### config.mk
export PLATFORM = sky130hd
export DESIGN_NAME = alu_arbiter
export DESIGN_NICKNAME = d
export VERILOG_FILES = /design/src/rtl/alu_arbiter_pkg.sv /design/src/rtl/alu_arbiter_rr_pick2.sv /design/src/rtl/alu_arbiter.sv
export SDC_FILE = /design/constraint.sdc
export NUM_CORES = 1
export LEC_CHECK = 0
export ABC_CLOCK_PERIOD_IN_PS = 2250
export CELL_PAD_IN_SITES_DETAIL_PLACEMENT = 1
export CELL_PAD_IN_SITES_GLOBAL_PLACEMENT = 2
export CORE_ASPECT_RATIO = 0.6
export CORE_MARGIN = 10
export CORE_UTILIZATION = 23
export DETAILED_ROUTE_END_ITERATION = 12
export GPL_TIMING_DRIVEN = 0
export HOLD_SLACK_MARGIN = 0.12
export PLACE_DENSITY = 0.86
export SLEW_MARGIN = 20
export SYNTH_ARGS = -nofsm -noshare
export SYNTH_HDL_FRONTEND = slang
export SYNTH_SLANG_ARGS = --single-unit
### constraint.sdc
create_clock -name CLK -period 2.25 [get_ports CLK]
set_input_delay 0.45 -clock CLK [delete_from_list [all_inputs] [get_ports CLK]]
set_output_delay 0.45 -clock CLK [all_outputs]
set_load 0.01 [all_outputs]
### src/rtl/alu_arbiter_pkg.sv
// Shared definitions for the two-requester ALU arbiter: opcodes, FSM states,
// owner identifiers and the reserved-opcode test.
package alu_arbiter_pkg;

    localparam logic [2:0] OP_FWD = 3'd0;
    localparam logic [2:0] OP_ADD = 3'd1;
    localparam logic [2:0] OP_AND = 3'd2;
    localparam logic [2:0] OP_OR  = 3'd3;

    typedef enum logic [1:0] {
        ST_IDLE = 2'd0,
        ST_EXEC = 2'd1,
        ST_DONE = 2'd2
    } state_t;

    typedef enum logic {
        OWN_A = 1'b0,
        OWN_B = 1'b1
    } owner_t;

    // Opcodes above OR have no defined operation.
    function automatic logic is_reserved(input logic [2:0] sel);
        return (sel > OP_OR);
    endfunction

endpackage

### src/rtl/alu_arbiter_rr_pick2.sv
// Two-way round-robin picker: a lone requester wins, a tie goes to the
// requester that was not served last.
module rr_pick2
    import alu_arbiter_pkg::*;
(
    input  logic req_a,
    input  logic req_b,
    input  logic last,
    output logic gnt_valid,
    output logic gnt_id
);

    always_comb begin
        gnt_valid = req_a | req_b;
        gnt_id    = OWN_A;
        if (req_a && req_b) begin
            gnt_id = ~last;
        end else if (req_b) begin
            gnt_id = OWN_B;
        end
    end

endmodule

### src/rtl/alu_arbiter.sv
// Arbitrates two requesters onto one external combinational ALU, holding the
// ALU inputs for ALU_WAIT cycles before capturing its result.
module alu_arbiter
    import alu_arbiter_pkg::*;
#(
    parameter int unsigned ALU_WAIT = 2
) (
    input  logic        CLK,
    input  logic        RESET,
    input  logic        REQ_A,
    input  logic        REQ_B,
    input  logic [7:0]  DATA1_A,
    input  logic [7:0]  DATA2_A,
    input  logic [7:0]  DATA1_B,
    input  logic [7:0]  DATA2_B,
    input  logic [2:0]  SELECT_A,
    input  logic [2:0]  SELECT_B,
    output logic        DONE_A,
    output logic        DONE_B,
    output logic [7:0]  RESULT,
    output logic        ERROR,
    output logic        BUSY,
    output logic [7:0]  ALU_DATA1,
    output logic [7:0]  ALU_DATA2,
    output logic [2:0]  ALU_SELECT,
    input  logic [7:0]  ALU_RESULT,
    output logic [15:0] OP_COUNT
);

    localparam logic [2:0] WAIT_INIT = 3'(ALU_WAIT);

    state_t      state_q, state_d;
    owner_t      owner_q, last_q;
    logic [2:0]  cnt_q;
    logic [7:0]  alu_data1_q, alu_data2_q, result_q;
    logic [2:0]  alu_select_q;
    logic        error_q;
    logic [15:0] op_count_q;

    logic        gnt_valid, gnt_id;
    logic        accept, finish;

    rr_pick2 u_pick (
        .req_a     (REQ_A),
        .req_b     (REQ_B),
        .last      (last_q),
        .gnt_valid (gnt_valid),
        .gnt_id    (gnt_id)
    );

    assign accept = (state_q == ST_IDLE) && gnt_valid;
    assign finish = (state_q == ST_EXEC) && (cnt_q == 3'd1);

    always_ff @(posedge CLK) begin
        if (RESET) begin
            state_q <= ST_IDLE;
        end else begin
            state_q <= state_d;
        end
    end

    always_comb begin
        state_d = state_q;
        case (state_q)
            ST_IDLE: if (gnt_valid) state_d = ST_EXEC;
            ST_EXEC: if (cnt_q == 3'd1) state_d = ST_DONE;
            ST_DONE: state_d = ST_IDLE;
            default: state_d = ST_IDLE;
        endcase
    end

    always_comb begin
        BUSY   = (state_q != ST_IDLE);
        DONE_A = (state_q == ST_DONE) && (owner_q == OWN_A);
        DONE_B = (state_q == ST_DONE) && (owner_q == OWN_B);
    end

    always_ff @(posedge CLK) begin
        if (RESET) begin
            owner_q      <= OWN_A;
            last_q       <= OWN_B;
            cnt_q        <= '0;
            alu_data1_q  <= '0;
            alu_data2_q  <= '0;
            alu_select_q <= '0;
            result_q     <= '0;
            error_q      <= 1'b0;
            op_count_q   <= '0;
        end else begin
            if (accept) begin
                owner_q      <= owner_t'(gnt_id);
                last_q       <= owner_t'(gnt_id);
                cnt_q        <= WAIT_INIT;
                alu_data1_q  <= gnt_id ? DATA1_B  : DATA1_A;
                alu_data2_q  <= gnt_id ? DATA2_B  : DATA2_A;
                alu_select_q <= gnt_id ? SELECT_B : SELECT_A;
                error_q      <= 1'b0;
            end
            if (state_q == ST_EXEC) begin
                cnt_q <= cnt_q - 3'd1;
            end
            // Reserved opcodes still occupy the full wait but report zero.
            if (finish) begin
                result_q <= is_reserved(alu_select_q) ? 8'h00 : ALU_RESULT;
                error_q  <= is_reserved(alu_select_q);
            end
            if (state_q == ST_DONE) begin
                op_count_q <= op_count_q + 16'd1;
            end
        end
    end

    assign ALU_DATA1  = alu_data1_q;
    assign ALU_DATA2  = alu_data2_q;
    assign ALU_SELECT = alu_select_q;
    assign RESULT     = result_q;
    assign ERROR      = error_q;
    assign OP_COUNT   = op_count_q;

endmodule

==> results of run 1 <==
[per-stage QoR]
stage,hold WS (ns),setup WS [ns],instances
final,0.452,0.172,476
after global routing,0.479,0.0794,476
after CTS,0.459,0.0530,476
after detailed placement,0.451,0.195,468
after global placement,0.436,0.207,468
after floorplan,0.461,0.518,243
[synth_stat cells, drive strengths merged, types with 4 or more instances]
cell     n  area, µm²
inv      4       15.0
xor2     7       61.3
nand3    8       40.0
clkbuf   8       30.0
xnor2    4       35.0
a21oi   18       90.1
buf      5       23.8
dfxtp   51       1020
nor2    35        131
mux2i   20        200
a211oi  19        143
nand2   19       71.3
nand3b   8       60.1
[layout by cell type (no fill, tap or decap), drive strengths merged, types with 2 or more instances in the layout]
cell / netlist / routed
a211oi: 19 / 19
a21oi: 18 / 18
and4b: 2 / 2
buf: 5 / 5
clkbuf: 8 / 16
clkdlybuf4s50: 0 / 95
dfxtp: 51 / 51
ha: 3 / 3
inv: 4 / 4
mux2i: 20 / 20
nand2: 19 / 19
nand2b: 3 / 3
nand3: 8 / 8
nand3b: 8 / 8
nand4: 3 / 3
nor2: 35 / 35
nor2b: 3 / 3
o21ai: 3 / 3
o31ai: 3 / 3
or3: 3 / 3
or4: 3 / 3
xnor2: 4 / 4
xor2: 7 / 7
[metal layers]
| metal | up-vias | track usage [%] |
|---|---|---|
| met5 | - | 0 |
| met4 | 0 | 2.49 |
| met3 | 6 | 7.26 |
| met2 | 56 | 17.6 |
| met1 | 1013 | 12.2 |
| li1 | 1062 | - |
[final timing paths]
kind | slack, ns | cells after the start | to | startpoint
min reg2reg | 0.45 | 2 | RESULT[7]$_SDFFE_PP0P_ | RESULT[7]$_SDFFE_PP0P_
max reg2reg | 0.41 | 4 | OP_COUNT[15]$_SDFFE_PP0N_ | OP_COUNT[4]$_SDFFE_PP0N_
min | 0.45 | 2 | RESULT[7]$_SDFFE_PP0P_ | RESULT[7]$_SDFFE_PP0P_
max | 0.17 | 3 | DONE_A | state_q[1]$_SDFFE_PP0P_
[critical path, stage by stage (launching register included)]
cell and delay, ns:
dfxtp_2 0.38, nor2b_4 0.22, nor2b_1 0.17, clkdlybuf4s50_1 0.56
[flip-flops by register name, summed over array words and instances, names as in the netlist, 2 cells and up]
name and count:
ALU_DATA1 8, ALU_DATA2 8, ALU_SELECT 3, OP_COUNT 16, RESULT 8, cnt_q 3
state_q 2
[logic make-up after synthesis]
logic type / synth area share [%]
AOI/OAI and AO/OA: 13.9
xor gates and xnor gates: 4.36
adders and majority gates: 1.70
buffers and inverters: 3.11
DFF: 46.2
muxes: 9.06
and+or+nand+nor: 21.6
[area by class of cell]
type	count	area (µm²)	share of cell area, %
Multi-Input combinational cell	175	1130	32.3
Sequential cell	51	1020	29.3
Timing Repair Buffer	95	951	27.3
Tap cell	130	163	4.66
Clock buffer	8	156	4.48
Buffer	13	53.8	1.54
Inverter	4	15.0	0.430
[where the power goes]
part	internal [mW]	switching [mW]
combinational	0.230	0.188
clock	0.474	0.332
sequential	0.958	0.0379
total	1.66	0.557
[repair_timing]
action,in CTS,in global routing
setup endpoints to repair,2,1
hold endpoints to repair,0,0
gates resized for setup,2,1
==> impl_table.tex, run 1 <==
\begin{tabular}{lr}
\hline
Metric & Value \\
\hline
\multicolumn{2}{l}{\textbf{Yosys}} \\
\quad Number of warnings reported in the yosys synthesis log & 0 \\
\quad Count of distinct cell types in the synthesized netlist & 38 \\
\quad Ys async rst share & 0\% \\
\quad Nets in the synthesized netlist & 296 \\
\quad Post-Syn Area per Cell & 9.09 µm² \\
\quad EDFF count, synth & 0 \\
\quad Register bit count reported by yosys & 51 \\
\quad Most instantiated flip-flop cell in the synthesis netlist & dfxtp\_1 \\
\quad Synthesized instance count & 243 \\
\quad Part of the Yosys area used for sequential elements & 46.2\% \\
\quad Combined area of all synthesized cells & 0.00221 mm² \\
\multicolumn{2}{l}{\textbf{Flow run}} \\
\quad Max Cap Violations & 0 \\
\multicolumn{2}{l}{\textbf{Route}} \\
\quad Total via count in the routed design & 2,137 \\
\quad Routed WL & 7.63 mm \\
\quad Detailed-routed wire length on met3 & 930 µm \\
\quad Met1 Routed Length & 3.26 mm \\
\quad Uppermost layer routed & met4 \\
\quad Average vias per placed instance & 4.49 \\
\quad First-pass iteration count of the detailed router & 4 \\
\quad Post-route antenna net violation count & 0 \\
\quad Post-detailed-route wirelength per cell & 16.0 µm \\
\quad Detailed-route DRC error count & 0 \\
\quad Starting DRT DRC Count & 59 \\
\quad Total length of routed met2 wires & 3.37 mm \\
\multicolumn{2}{l}{\textbf{Worst setup path}} \\
\quad CP Launch Type & flop \\
\quad Required time at the worst-slack endpoint & 1.80 ns \\
\quad Startpoint-to-endpoint class of the critical path & reg2out \\
\quad Worst Setup End Kind & output pin \\
\quad Crit Path Max Fanout & 7 \\
\quad Crit path arrival time & 1.63 ns \\
\multicolumn{2}{l}{\textbf{STA}} \\
\quad Count of pins over their slew limit & 0 \\
\quad Achievable frequency & 481 MHz \\
\quad Worst rel slew slack & 50.8\% \\
\quad Total count of hold-check failures in the final report & 0 \\
\quad Fraction of the cycle the final worst path needs & 92.4\% \\
\quad Minimum clock period & 2.08 ns \\
\quad Sum of negative setup slack & 0 ns \\
\quad Total of endpoints with negative setup slack in the final report & 0 \\
\quad Slew of the pin with the lowest slew margin & 0.736 ns \\
\quad Clock skew & 0.00666 ns \\
\quad RSZ-0062 raised after global routing & no \\
\multicolumn{2}{l}{\textbf{Floorplan}} \\
\quad Die area & 0.0141 mm² \\
\quad Starting density of the core & 23.9\% \\
\quad Die Height & 95.9 µm \\
\quad Die Span X & 147 µm \\
\quad Floorplan row count & 27 \\
\quad Area of the core & 0.00926 mm² \\
\quad I/O Pins & 97 \\
\multicolumn{2}{l}{\textbf{CTS}} \\
\quad Latest clock arrival within the worst-skew pair & 0.29 ns \\
\quad Number of levels the H-tree was split into & 2 \\
\quad Post-CTS Hold Buffers & 0 \\
\quad Setup bufs post-CTS & 0 \\
\quad CTS Root Cell & clkbuf\_16 \\
\quad Clock-pin slew on the worst setup and hold paths & 0.07 ns \\
\quad CTS tree & yes \\
\quad Clock buffer count from CTS & 5 \\
\quad Clock sink total & 51 \\
\quad Max clock buf depth & 2 \\
\multicolumn{2}{l}{\textbf{Global route}} \\
\quad Total congestion overflow & 0 \\
\quad Total routing usage reported by global routing & 11.0\% \\
\quad Largest net degree at the start of global routing & 15 \\
\quad Antenna violations before repair & 0 \\
\quad Number of global-route vias before repair & 2,324 \\
\quad Global-route wire length before repair & 12.4 mm \\
\multicolumn{2}{l}{\textbf{Finish}} \\
\quad Post-layout net count & 398 \\
\quad Design Area, Final & 0.00349 mm² \\
\quad Synth-to-layout area growth & 57.9\% \\
\quad Number of filler cells placed in the layout & 1,081 \\
\quad Core utilization of the finished layout & 37.7\% \\
\quad Share of layout cells above drive strength 1 & 5.78\% \\
\quad Antenna cells & 0 \\
\multicolumn{2}{l}{\textbf{Placed design}} \\
\quad Placed Instance Area & 0.00332 mm² \\
\quad GPL Wtd Cong & 0.766 \\
\quad Number of port buffers & 95 \\
\quad HPWL reported at the end of detailed placement & 6.14 mm \\
\multicolumn{2}{l}{\textbf{Power and ir drop}} \\
\quad Overall Power & 2.22 mW \\
\quad Worst-case vdd ir drop & 0.307 mV \\
\quad P per Cell Area & 636 mW/mm² \\
\quad Leak & 1.23 nW \\
\multicolumn{2}{l}{\textbf{Status}} \\
\quad Outcome & completed \\
\multicolumn{2}{l}{\textbf{Worst hold path}} \\
\quad Path class of the lowest-slack min-delay path & reg2reg \\
\hline
\end{tabular}
Power figures use the tool's default switching activity.
==> run 2, diff against run 1 <==
--- a/config.mk
+++ b/config.mk
@@ -11,6 +11,7 @@
 export CORE_ASPECT_RATIO = 0.6
 export CORE_MARGIN = 10
 export CORE_UTILIZATION = 23
+export CTS_CLUSTER_DIAMETER = 40
 export DETAILED_ROUTE_END_ITERATION = 12
 export GPL_TIMING_DRIVEN = 0
 export HOLD_SLACK_MARGIN = 0.12
==> constraint.sdc (replaced) <==
create_clock -name CLK -period 2.25 [get_ports CLK]
set_input_delay 0.3375 -clock CLK [delete_from_list [all_inputs] [get_ports CLK]]
set_output_delay 0.3375 -clock CLK [all_outputs]
set_load 0.01 [all_outputs]
==> impl_table.tex, run 2 (same netlist as run 1, synthesis figures left out) <==
\begin{tabular}{lr}
\hline
Metric & Value \\
\hline
\multicolumn{2}{l}{\textbf{Route}} \\
\quad Routed WL & 7.63 mm \\
\quad First-pass iteration count of the detailed router & 4 \\
\quad Post-route antenna net violation count & 0 \\
\quad Detailed-route DRC error count & 0 \\
\quad Post-detailed-route wirelength per cell & 16.0 µm \\
\quad Average vias per placed instance & 4.49 \\
\quad Total via count in the routed design & 2,138 \\
\quad Starting DRT DRC Count & 70 \\
\multicolumn{2}{l}{\textbf{STA}} \\
\quad Total of endpoints with negative setup slack in the final report & 0 \\
\quad Crit path setup slack, layout & 0.145 ns \\
\quad Slew of the pin with the lowest slew margin & 0.736 ns \\
\quad Worst rel slew slack & 50.7\% \\
\quad Minimum clock period & 2.11 ns \\
\quad RSZ-0062 raised after global routing & no \\
\quad Clock skew & 0.00659 ns \\
\quad Count of pins over their slew limit & 0 \\
\quad Total count of hold-check failures in the final report & 0 \\
\quad Achievable frequency & 475 MHz \\
\quad Fraction of the cycle the final worst path needs & 93.6\% \\
\quad Sum of negative setup slack & 0 ns \\
\multicolumn{2}{l}{\textbf{Worst setup path}} \\
\quad Chain of cells forming the critical path & nor2b\_2 -> nor2b\_1 -> clkdlybuf4s50\_1 \\
\quad Startpoint-to-endpoint class of the critical path & reg2out \\
\quad Crit Path Max Fanout & 7 \\
\quad Worst Setup End Kind & output pin \\
\quad Largest incremental delay on the critical path & 0.56 ns \\
\quad CP Launch Type & flop \\
\quad Highest-delay cell along the critical path & clkdlybuf4s50\_1 \\
\quad Required time at the worst-slack endpoint & 1.91 ns \\
\quad Crit path arrival time & 1.77 ns \\
\multicolumn{2}{l}{\textbf{Placed design}} \\
\quad Post-placement worst setup slack & 0.308 ns \\
\quad GPL Wtd Cong & 0.766 \\
\quad Placed Cells & 468 \\
\quad HPWL reported at the end of detailed placement & 6.14 mm \\
\quad Number of port buffers & 95 \\
\multicolumn{2}{l}{\textbf{CTS}} \\
\quad Latest clock arrival within the worst-skew pair & 0.29 ns \\
\quad Max clock buf depth & 2 \\
\quad Clock buffer count from CTS & 5 \\
\quad Clock sink total & 51 \\
\quad Clock-pin slew on the worst setup and hold paths & 0.07 ns \\
\quad CTS Root Cell & clkbuf\_16 \\
\quad Number of levels the H-tree was split into & 2 \\
\quad CTS tree & yes \\
\multicolumn{2}{l}{\textbf{Floorplan}} \\
\quad Floorplan row count & 27 \\
\quad Die area & 0.0141 mm² \\
\quad Die Height & 95.9 µm \\
\quad Area of the core & 0.00926 mm² \\
\quad Die Span X & 147 µm \\
\quad I/O Pins & 97 \\
\quad Starting density of the core & 23.9\% \\
\multicolumn{2}{l}{\textbf{Power and ir drop}} \\
\quad Part of the power in combinational logic & 18.8\% \\
\quad P per Cell Area & 637 mW/mm² \\
\quad Worst-case vdd ir drop & 0.307 mV \\
\quad Net switching power of the design & 556 µW \\
\quad Portion of total power attributed to the clock network & 36.3\% \\
\quad Leak & 1.23 nW \\
\quad Proportion of power drawn by flip-flops and latches & 44.9\% \\
\quad Switching share of total power & 25.1\% \\
\quad Power Internal & 1.66 mW \\
\multicolumn{2}{l}{\textbf{Worst hold path}} \\
\quad Path class of the lowest-slack min-delay path & in2reg \\
\multicolumn{2}{l}{\textbf{Global route}} \\
\quad Number of global-route vias before repair & 2,318 \\
\quad Largest net degree at the start of global routing & 15 \\
\quad Total routing usage reported by global routing & 11.0\% \\
\quad Global-route wire length before repair & 12.3 mm \\
\quad Total congestion overflow & 0 \\
\quad Antenna violations before repair & 0 \\
\multicolumn{2}{l}{\textbf{Finish}} \\
\quad Max reg flops & 16 \\
\quad Core utilization of the finished layout & 37.6\% \\
\quad Post-layout net count & 398 \\
\quad Synth-to-layout area growth & 57.6\% \\
\quad Highest-count cells in the layout ignoring fill and taps & 95 x clkdlybuf4s50\_1, 51 x dfxtp\_1, 35 x nor2\_1 \\
\quad Non-filler cells, final & 476 \\
\quad Share of layout cells above drive strength 1 & 5.49\% \\
\quad Antenna cells & 0 \\
\quad Most frequent standard cell in the layout excluding fill and tap cells & clkdlybuf4s50\_1 \\
\multicolumn{2}{l}{\textbf{Status}} \\
\quad Outcome & completed \\
\multicolumn{2}{l}{\textbf{Flow run}} \\
\quad Max Cap Violations & 0 \\
\hline
\end{tabular}
[run 2: final timing paths]
path / startpoint / to / slack [ns] / cells after the start
worst max-delay path: state_q[1]$_SDFFE_PP0P_ / DONE_A / 0.14 / 3
worst max register to register: OP_COUNT[4]$_SDFFE_PP0N_ / OP_COUNT[15]$_SDFFE_PP0N_ / 0.41 / 4
worst min-delay path: RESET / last_q$_SDFFE_PP1P_ / 0.40 / 2
worst min register to register: RESULT[7]$_SDFFE_PP0P_ / RESULT[7]$_SDFFE_PP0P_ / 0.45 / 2
[run 2: layout make-up]
class,instances,area [µm²]
buffer,13,53.8
inverter,4,15.0
timing repair buffer,95,951
clock buffer,8,156
multi-input combinational,175,1120
tap,130,163
sequential,51,1020
fill,1082,5770
[run 2: what timing repair did]
action | 4_1_cts | 5_1_grt
buffers inserted | 0 | 0
endpoints found under the setup margin | 1 | 0
hold buffers | 0 | 0
gates resized for setup | 1 | 0
[run 2: power groups by stage]
stage | combinational, mW | sequential (mW) | clock [mW]
2_1_floorplan | 0.170 | 1.03 | 0
3_3_place_gp | 0.415 | 1.01 | 0
3_5_place_dp | 0.424 | 1.02 | 0
4_1_cts | 0.427 | 0.996 | 0.837
5_1_grt | 0.462 | 1.00 | 0.876
6_report | 0.417 | 0.996 | 0.806
[run 2: worst max-delay path: cells and delay by family, from the launching register on]
| kind | cells | cell delay [ns] |
|---|---|---|
| buffers and inverters | 1 | 0.56 |
| and+or+nand+nor | 2 | 0.49 |
| DFF | 1 | 0.42 |
[run 2: metal layers]
metal,vias up,GRT usage [%],part of all wire [%]
met1,1013,12.2,43
met5,-,0,0
met3,6,7.26,12
met2,56,17.5,44
li1,1063,-,-
met4,0,2.49,0.89
[run 2: through the flow]
| stage | hold slack [ns] | power [mW] | area [µm²] |
|---|---|---|---|
| after floorplan | 0.461 | 1.20 | 2210 |
| after global placement | 0.436 | 1.43 | 3320 |
| after detailed placement | 0.451 | 1.44 | 3320 |
| after CTS | 0.400 | 2.26 | 3480 |
| after global routing | 0.433 | 2.34 | 3480 |
| final | 0.403 | 2.22 | 3480 |
